### config.mk
export PLATFORM = sky130hd
export DESIGN_NAME = alarm_ctrl
export DESIGN_NICKNAME = d
export VERILOG_FILES = /design/src/rtl/alarm_ctrl.sv
export SDC_FILE = /design/constraint.sdc
export NUM_CORES = 1
export LEC_CHECK = 0
export CELL_PAD_IN_SITES_DETAIL_PLACEMENT = 1
export CELL_PAD_IN_SITES_GLOBAL_PLACEMENT = 1
export CORE_ASPECT_RATIO = 0.8
export CORE_MARGIN = 2
export CORE_UTILIZATION = 36
export DETAILED_ROUTE_END_ITERATION = 8
export GPL_ROUTABILITY_DRIVEN = 0
export PLACE_DENSITY = 0.76
export SETUP_SLACK_MARGIN = 0.15
export SLEW_MARGIN = 20
export SYNTH_ARGS = -nofsm -noshare
export SYNTH_HDL_FRONTEND = slang
export SYNTH_SLANG_ARGS = --single-unit
### constraint.sdc
create_clock -name clk_i -period 3.1 [get_ports clk_i]
set_input_delay 0.62 -clock clk_i [delete_from_list [all_inputs] [get_ports clk_i]]
set_output_delay 0.62 -clock clk_i [all_outputs]
set_load 0.03 [all_outputs]
### src/rtl/alarm_ctrl.sv
// alarm_ctrl
//   Alarm-clock alarm sequencer. Holds the alarm time (stepped by debounced
//   button pulses while in set mode), compares it against the running
//   time-of-day on each minute tick, and runs the ring/snooze state machine
//   that drives the buzzer/LED and the set-mode BCD display digits.
//
//   State table (state_o encoding)
//     state  | meaning
//     IDLE 0 | armed or disarmed, waiting for a match or set mode
//     SET  1 | alarm time may be stepped; matches are ignored
//     RING 2 | buzzer on; auto-off after RING_MIN minute ticks
//     SNOOZE3| buzzer paused; rings again after SNOOZE_MIN minute ticks
//
//   Ports
//     clk_i, rst_i            clock, asynchronous active-high reset
//     set_en_i, alarm_en_i    level switches: set mode, alarm armed
//     hour_inc_i, min_inc_i   one-clock pulses stepping the alarm time
//     stop_i, snooze_i        one-clock pulses from the ring controls
//     min_tick_i              one-clock pulse, cur_* already hold new minute
//     cur_hour_i, cur_min_i   time of day (0..23, 0..59)
//     alarm_hour_o/alarm_min_o registered alarm time
//     ahour1_o..amin2_o       BCD tens/units of the alarm time
//     ringing_o               registered, high iff in RING
//     state_o                 current state encoding

module alarm_ctrl #(
  parameter int unsigned SNOOZE_MIN = 5,
  parameter int unsigned RING_MIN   = 1
) (
  input  logic       clk_i,
  input  logic       rst_i,
  input  logic       set_en_i,
  input  logic       alarm_en_i,
  input  logic       hour_inc_i,
  input  logic       min_inc_i,
  input  logic       stop_i,
  input  logic       snooze_i,
  input  logic       min_tick_i,
  input  logic [5:0] cur_hour_i,
  input  logic [5:0] cur_min_i,
  output logic [5:0] alarm_hour_o,
  output logic [5:0] alarm_min_o,
  output logic [3:0] ahour1_o,
  output logic [3:0] ahour2_o,
  output logic [3:0] amin1_o,
  output logic [3:0] amin2_o,
  output logic       ringing_o,
  output logic [1:0] state_o
);

  typedef enum logic [1:0] {
    IDLE   = 2'd0,
    SET    = 2'd1,
    RING   = 2'd2,
    SNOOZE = 2'd3
  } state_t;

  localparam logic [5:0] RING_LIM   = 6'(RING_MIN);
  localparam logic [5:0] SNOOZE_LIM = 6'(SNOOZE_MIN);

  state_t     state_q, state_d;
  logic [5:0] alarm_hour_q, alarm_hour_d;
  logic [5:0] alarm_min_q, alarm_min_d;
  logic [5:0] ring_cnt_q, ring_cnt_d;
  logic [5:0] snz_cnt_q, snz_cnt_d;
  logic       ringing_q, ringing_d;

  logic       match;
  logic [5:0] ring_cnt_inc;
  logic [5:0] snz_cnt_inc;

  // Binary (0..63) to BCD. The units digit is taken modulo 16: the true
  // result is 0..9, so subtracting the low nibble of tens*10 from the low
  // nibble of the value is exact and avoids a full-width subtractor.
  function automatic logic [7:0] to_bcd(input logic [5:0] v);
    logic [3:0] tens;
    logic [3:0] base;
    if (v >= 6'd60)      tens = 4'd6;
    else if (v >= 6'd50) tens = 4'd5;
    else if (v >= 6'd40) tens = 4'd4;
    else if (v >= 6'd30) tens = 4'd3;
    else if (v >= 6'd20) tens = 4'd2;
    else if (v >= 6'd10) tens = 4'd1;
    else                 tens = 4'd0;
    case (tens)
      4'd1:    base = 4'd10;
      4'd2:    base = 4'd4;
      4'd3:    base = 4'd14;
      4'd4:    base = 4'd8;
      4'd5:    base = 4'd2;
      4'd6:    base = 4'd12;
      default: base = 4'd0;
    endcase
    return {tens, v[3:0] - base};
  endfunction

  assign match = min_tick_i & alarm_en_i &
                 (cur_hour_i == alarm_hour_q) & (cur_min_i == alarm_min_q);

  assign ring_cnt_inc = ring_cnt_q + 6'd1;
  assign snz_cnt_inc  = snz_cnt_q + 6'd1;

  // Alarm time stepping: hour pulse takes precedence, minute never carries.
  always_comb begin
    alarm_hour_d = alarm_hour_q;
    alarm_min_d  = alarm_min_q;
    if (state_q == SET) begin
      if (hour_inc_i) begin
        alarm_hour_d = (alarm_hour_q == 6'd23) ? 6'd0 : alarm_hour_q + 6'd1;
      end else if (min_inc_i) begin
        alarm_min_d = (alarm_min_q == 6'd59) ? 6'd0 : alarm_min_q + 6'd1;
      end
    end
  end

  always_comb begin
    state_d    = state_q;
    ring_cnt_d = ring_cnt_q;
    snz_cnt_d  = snz_cnt_q;
    case (state_q)
      IDLE: begin
        if (set_en_i) begin
          state_d = SET;
        end else if (match) begin
          state_d    = RING;
          ring_cnt_d = 6'd0;
        end
      end
      SET: begin
        if (!set_en_i) state_d = IDLE;
      end
      RING: begin
        if (set_en_i) begin
          state_d = SET;
        end else if (stop_i || !alarm_en_i) begin
          state_d = IDLE;
        end else if (snooze_i) begin
          state_d   = SNOOZE;
          snz_cnt_d = 6'd0;
        end else if (min_tick_i) begin
          ring_cnt_d = ring_cnt_inc;
          if (ring_cnt_inc == RING_LIM) state_d = IDLE;
        end
      end
      SNOOZE: begin
        if (set_en_i) begin
          state_d = SET;
        end else if (stop_i || !alarm_en_i) begin
          state_d = IDLE;
        end else if (min_tick_i) begin
          snz_cnt_d = snz_cnt_inc;
          if (snz_cnt_inc == SNOOZE_LIM) begin
            state_d    = RING;
            ring_cnt_d = 6'd0;
          end
        end
      end
      default: state_d = IDLE;
    endcase
  end

  // Registered so the buzzer line is glitch-free and tracks the state exactly.
  assign ringing_d = (state_d == RING);

  always_ff @(posedge clk_i or posedge rst_i) begin
    if (rst_i) begin
      state_q      <= IDLE;
      alarm_hour_q <= 6'd0;
      alarm_min_q  <= 6'd0;
      ring_cnt_q   <= 6'd0;
      snz_cnt_q    <= 6'd0;
      ringing_q    <= 1'b0;
    end else begin
      state_q      <= state_d;
      alarm_hour_q <= alarm_hour_d;
      alarm_min_q  <= alarm_min_d;
      ring_cnt_q   <= ring_cnt_d;
      snz_cnt_q    <= snz_cnt_d;
      ringing_q    <= ringing_d;
    end
  end

  assign alarm_hour_o       = alarm_hour_q;
  assign alarm_min_o        = alarm_min_q;
  assign {ahour1_o, ahour2_o} = to_bcd(alarm_hour_q);
  assign {amin1_o, amin2_o}   = to_bcd(alarm_min_q);
  assign ringing_o          = ringing_q;
  assign state_o            = state_q;

endmodule

==> metrics <==
crit path launch alarm_hour_o[3]; wire per inst 18.43 um; layout cells sized above 1 0.2327; total design power 3.285 mW; type of origin of the critical path flop; Residual DRC 0; I/O Pins 52; worst slew pin tran 0.4988 ns; Routed WL 7299 um; synthesized cell area 0.002116 sq mm; htree depth 1; Yosys top cell area share 0.3193; crit path DAT 2.55 ns; PwrDens 1082 mW/mm^2; via count approximately 2,200; Synth Instances 254; routed vias/inst around 5.4; Area Overhead vs Synth 43.47%; final setup fails 2; Clock Latency Late Sink around 0.29 ns; R2R Path Start alarm_min_o[1]; net count reported at finish 352; Synth Flop Type dfrtp_1; core area 0.005555 sq mm; Die Ht 72.57 um; # fillers between 600 and 700; first-pass GRT wire length 11,340 um; Post-synth EDFFs 0; cell type with the largest total area after synthesis dfrtp_1; library cells used by synthesis between 40 and 50; CP Capture Type output port; Final WS setup -0.07470 ns; Worst-path clk slew 0.11 ns; hold path start snz_cnt_q[5]; clk sinks 27; DP Area 0.002775 sq mm; Mean Syn Cell Area 8.330 sq um; DRT antenna net count 0; number of synthesized register bits 27; initial antenna violation count 0; Layout Skew 0.003697 ns; post-layout util 0.5464; initial drt markers 85; minimum clock period 3.175 ns; LEAKAGE ~1.3 nW; Setup CP Type flop to output port; Initial Utilization 0.3809; final hold violation count 0; maximum VDD drop 1.168 mV; fmax 0.3150 GHz; CTS Buf Count 3; Sequential Area approximately 700 sq um; setup TNS -0.1302 ns; vias in the first global route around 2,300; clock buffer depth 2; final worst-path cycle share 1.024; CTS tree built; multi-input logic area 0.001436 sq mm; GRT Total Usage 0.2163; Hold Path Class flop to flop; Async S/R FF share, synth 1.000; Commonest cells post-synth dfrtp_1, inv_1, o21ai_0, nand2_1, nor2_1; die width ~90 um; violated checks negative setup slack; pin count of the biggest net entering global routing 17; unrepaired setup endpoints after global routing yes; CP max FO 3; Max Slew Vio Count 0; DRT Pass-1 Iters 4; Min Hold Slack just over 0.5 ns; sequential share of the synthesized area 0.3193; most frequent cell after synthesis dfrtp_1; Slew headroom 0.6668; final HPWL from detailed placement 4730 um; status complete, but fails checks; Synth warnings 0; Port Buffers between 40 and 50; Max Cap Viol 0; Antenna Cells 0; post-route cell area 0.003035 sq mm; clock root buffer clkbuf_8; top cells by area, synth dfrtp_1, xor2_1, ha_1, o21ai_0, inv_1; row cnt 24; CP required approximately 2.5 ns; total grt overflow 0; Die Area 0.006510 sq mm
[kinds of logic after synthesis]
family,after synthesis,share of synthesized area
adder cells (fa/ha/maj),13,0.08279
AO/OA/AOI/OAI,57,0.1845
buffers and inverters,38,0.07688
XOR/XNOR,25,0.1035
other,1,0.001772
AND/OR/NAND/NOR,93,0.2312
flip-flops,27,0.3193
[critical path: stages (launching register included)]
cell and delay [ns]:
dfrtp_2 0.46, nand2b_4 0.16, o211ai_1 0.23, a31oi_1 0.12, ha_2 0.19, fa_2 0.36
xnor2_2 0.16, xnor2_2 0.23, xor2_2 0.20, buf_6 0.16
[metrics by stage]
stage / setup slack (ns) / std cells
after floorplan: 0.1219 / 255
after global placement: 0.1622 / 379
after detailed placement: 0.06674 / 379
after CTS: -0.06623 / 394
after global routing: -0.1721 / 396
final: -0.07470 / 396
[final timing paths]
path                            slack, ns              to  cells past startpoint
worst min-delay path                 0.51    snz_cnt_q[5]                      1
worst max register to register       0.96   ring_cnt_q[0]                      7
max in group asynchronous            1.99  alarm_min_o[5]                      3
worst min register to register       0.51    snz_cnt_q[5]                      1
min in group asynchronous            0.58    snz_cnt_q[2]                      2
worst max-delay path                -0.07     ahour2_o[3]                      9
[repair_timing]
action | in CTS | in global routing
hold endpoints to repair | 0 | 0
pin swaps | 10 | 6
hold buffers | 0 | 0
setup endpoints to repair | 6 | 4
setup buffers | 11 | 2
resized for setup | 35 | 11
[sequential cells by signal, indices dropped and copies added (netlist names)]
name          count
ring_cnt_q        6
alarm_hour_o      6
state_o           2
ringing_o         1
snz_cnt_q         6
alarm_min_o       6
[area by class of cell]
cell class	count	area share
multi-input cells	190	0.4732
inverters	22	0.02803
clock buffers	3	0.01360
clock inverters	1	0.002473
well taps	78	0.03215
repair buffers	75	0.2242
flip-flops and latches	27	0.2263
[cell usage in the layout (no fill, tap or decap), drive strengths merged, types with 2 or more instances in the layout]
cell           netlist  layout
a21oi                4       4
a31o                 2       2
a31oi                8       8
and2                 2       2
and3                 3       3
and3b                2       2
buf                  9      30
clkbuf               7       3
clkdlybuf4s50        0      42
conb                 1       2
dfrtp               27      27
dlygate4sd2          0       3
fa                   2       2
ha                  10      10
inv                 22      22
nand2               18      18
nand2b               7       7
nand3               13      13
nand4                5       5
nor2                18      18
nor2b                4       4
nor3                 7       7
nor3b                5       5
nor4                 4       4
o21ai               20      20
o31ai               11      11
o41ai                2       2
or2                  2       2
xnor2                9       9
xor2                16      16
[metal layers]
| metal | up-vias | share of wire | GRT usage | wire length, um |
|---|---|---|---|---|
| li1 | 1011 | - | - | - |
| met1 | 1080 | 0.46 | 0.2824 | 3377 |
| met2 | 48 | 0.49 | 0.3923 | 3557 |
| met3 | 11 | 0.030 | 0.03099 | 216 |
| met4 | 0 | 0.020 | 0.04103 | 148 |
| met5 | - | 0 | 0 | 0 |
[where the power goes]
| group | internal (mW) | switching, mW | total [mW] |
|---|---|---|---|
| Clock | 0.0919 | 0.136 | 0.228 |
| Sequential | 0.418 | 0.150 | 0.569 |
| Combinational | 1.07 | 1.42 | 2.49 |
| Total | 1.58 | 1.71 | 3.28 |
No activity file was read; power rests on OpenSTA's default activity.
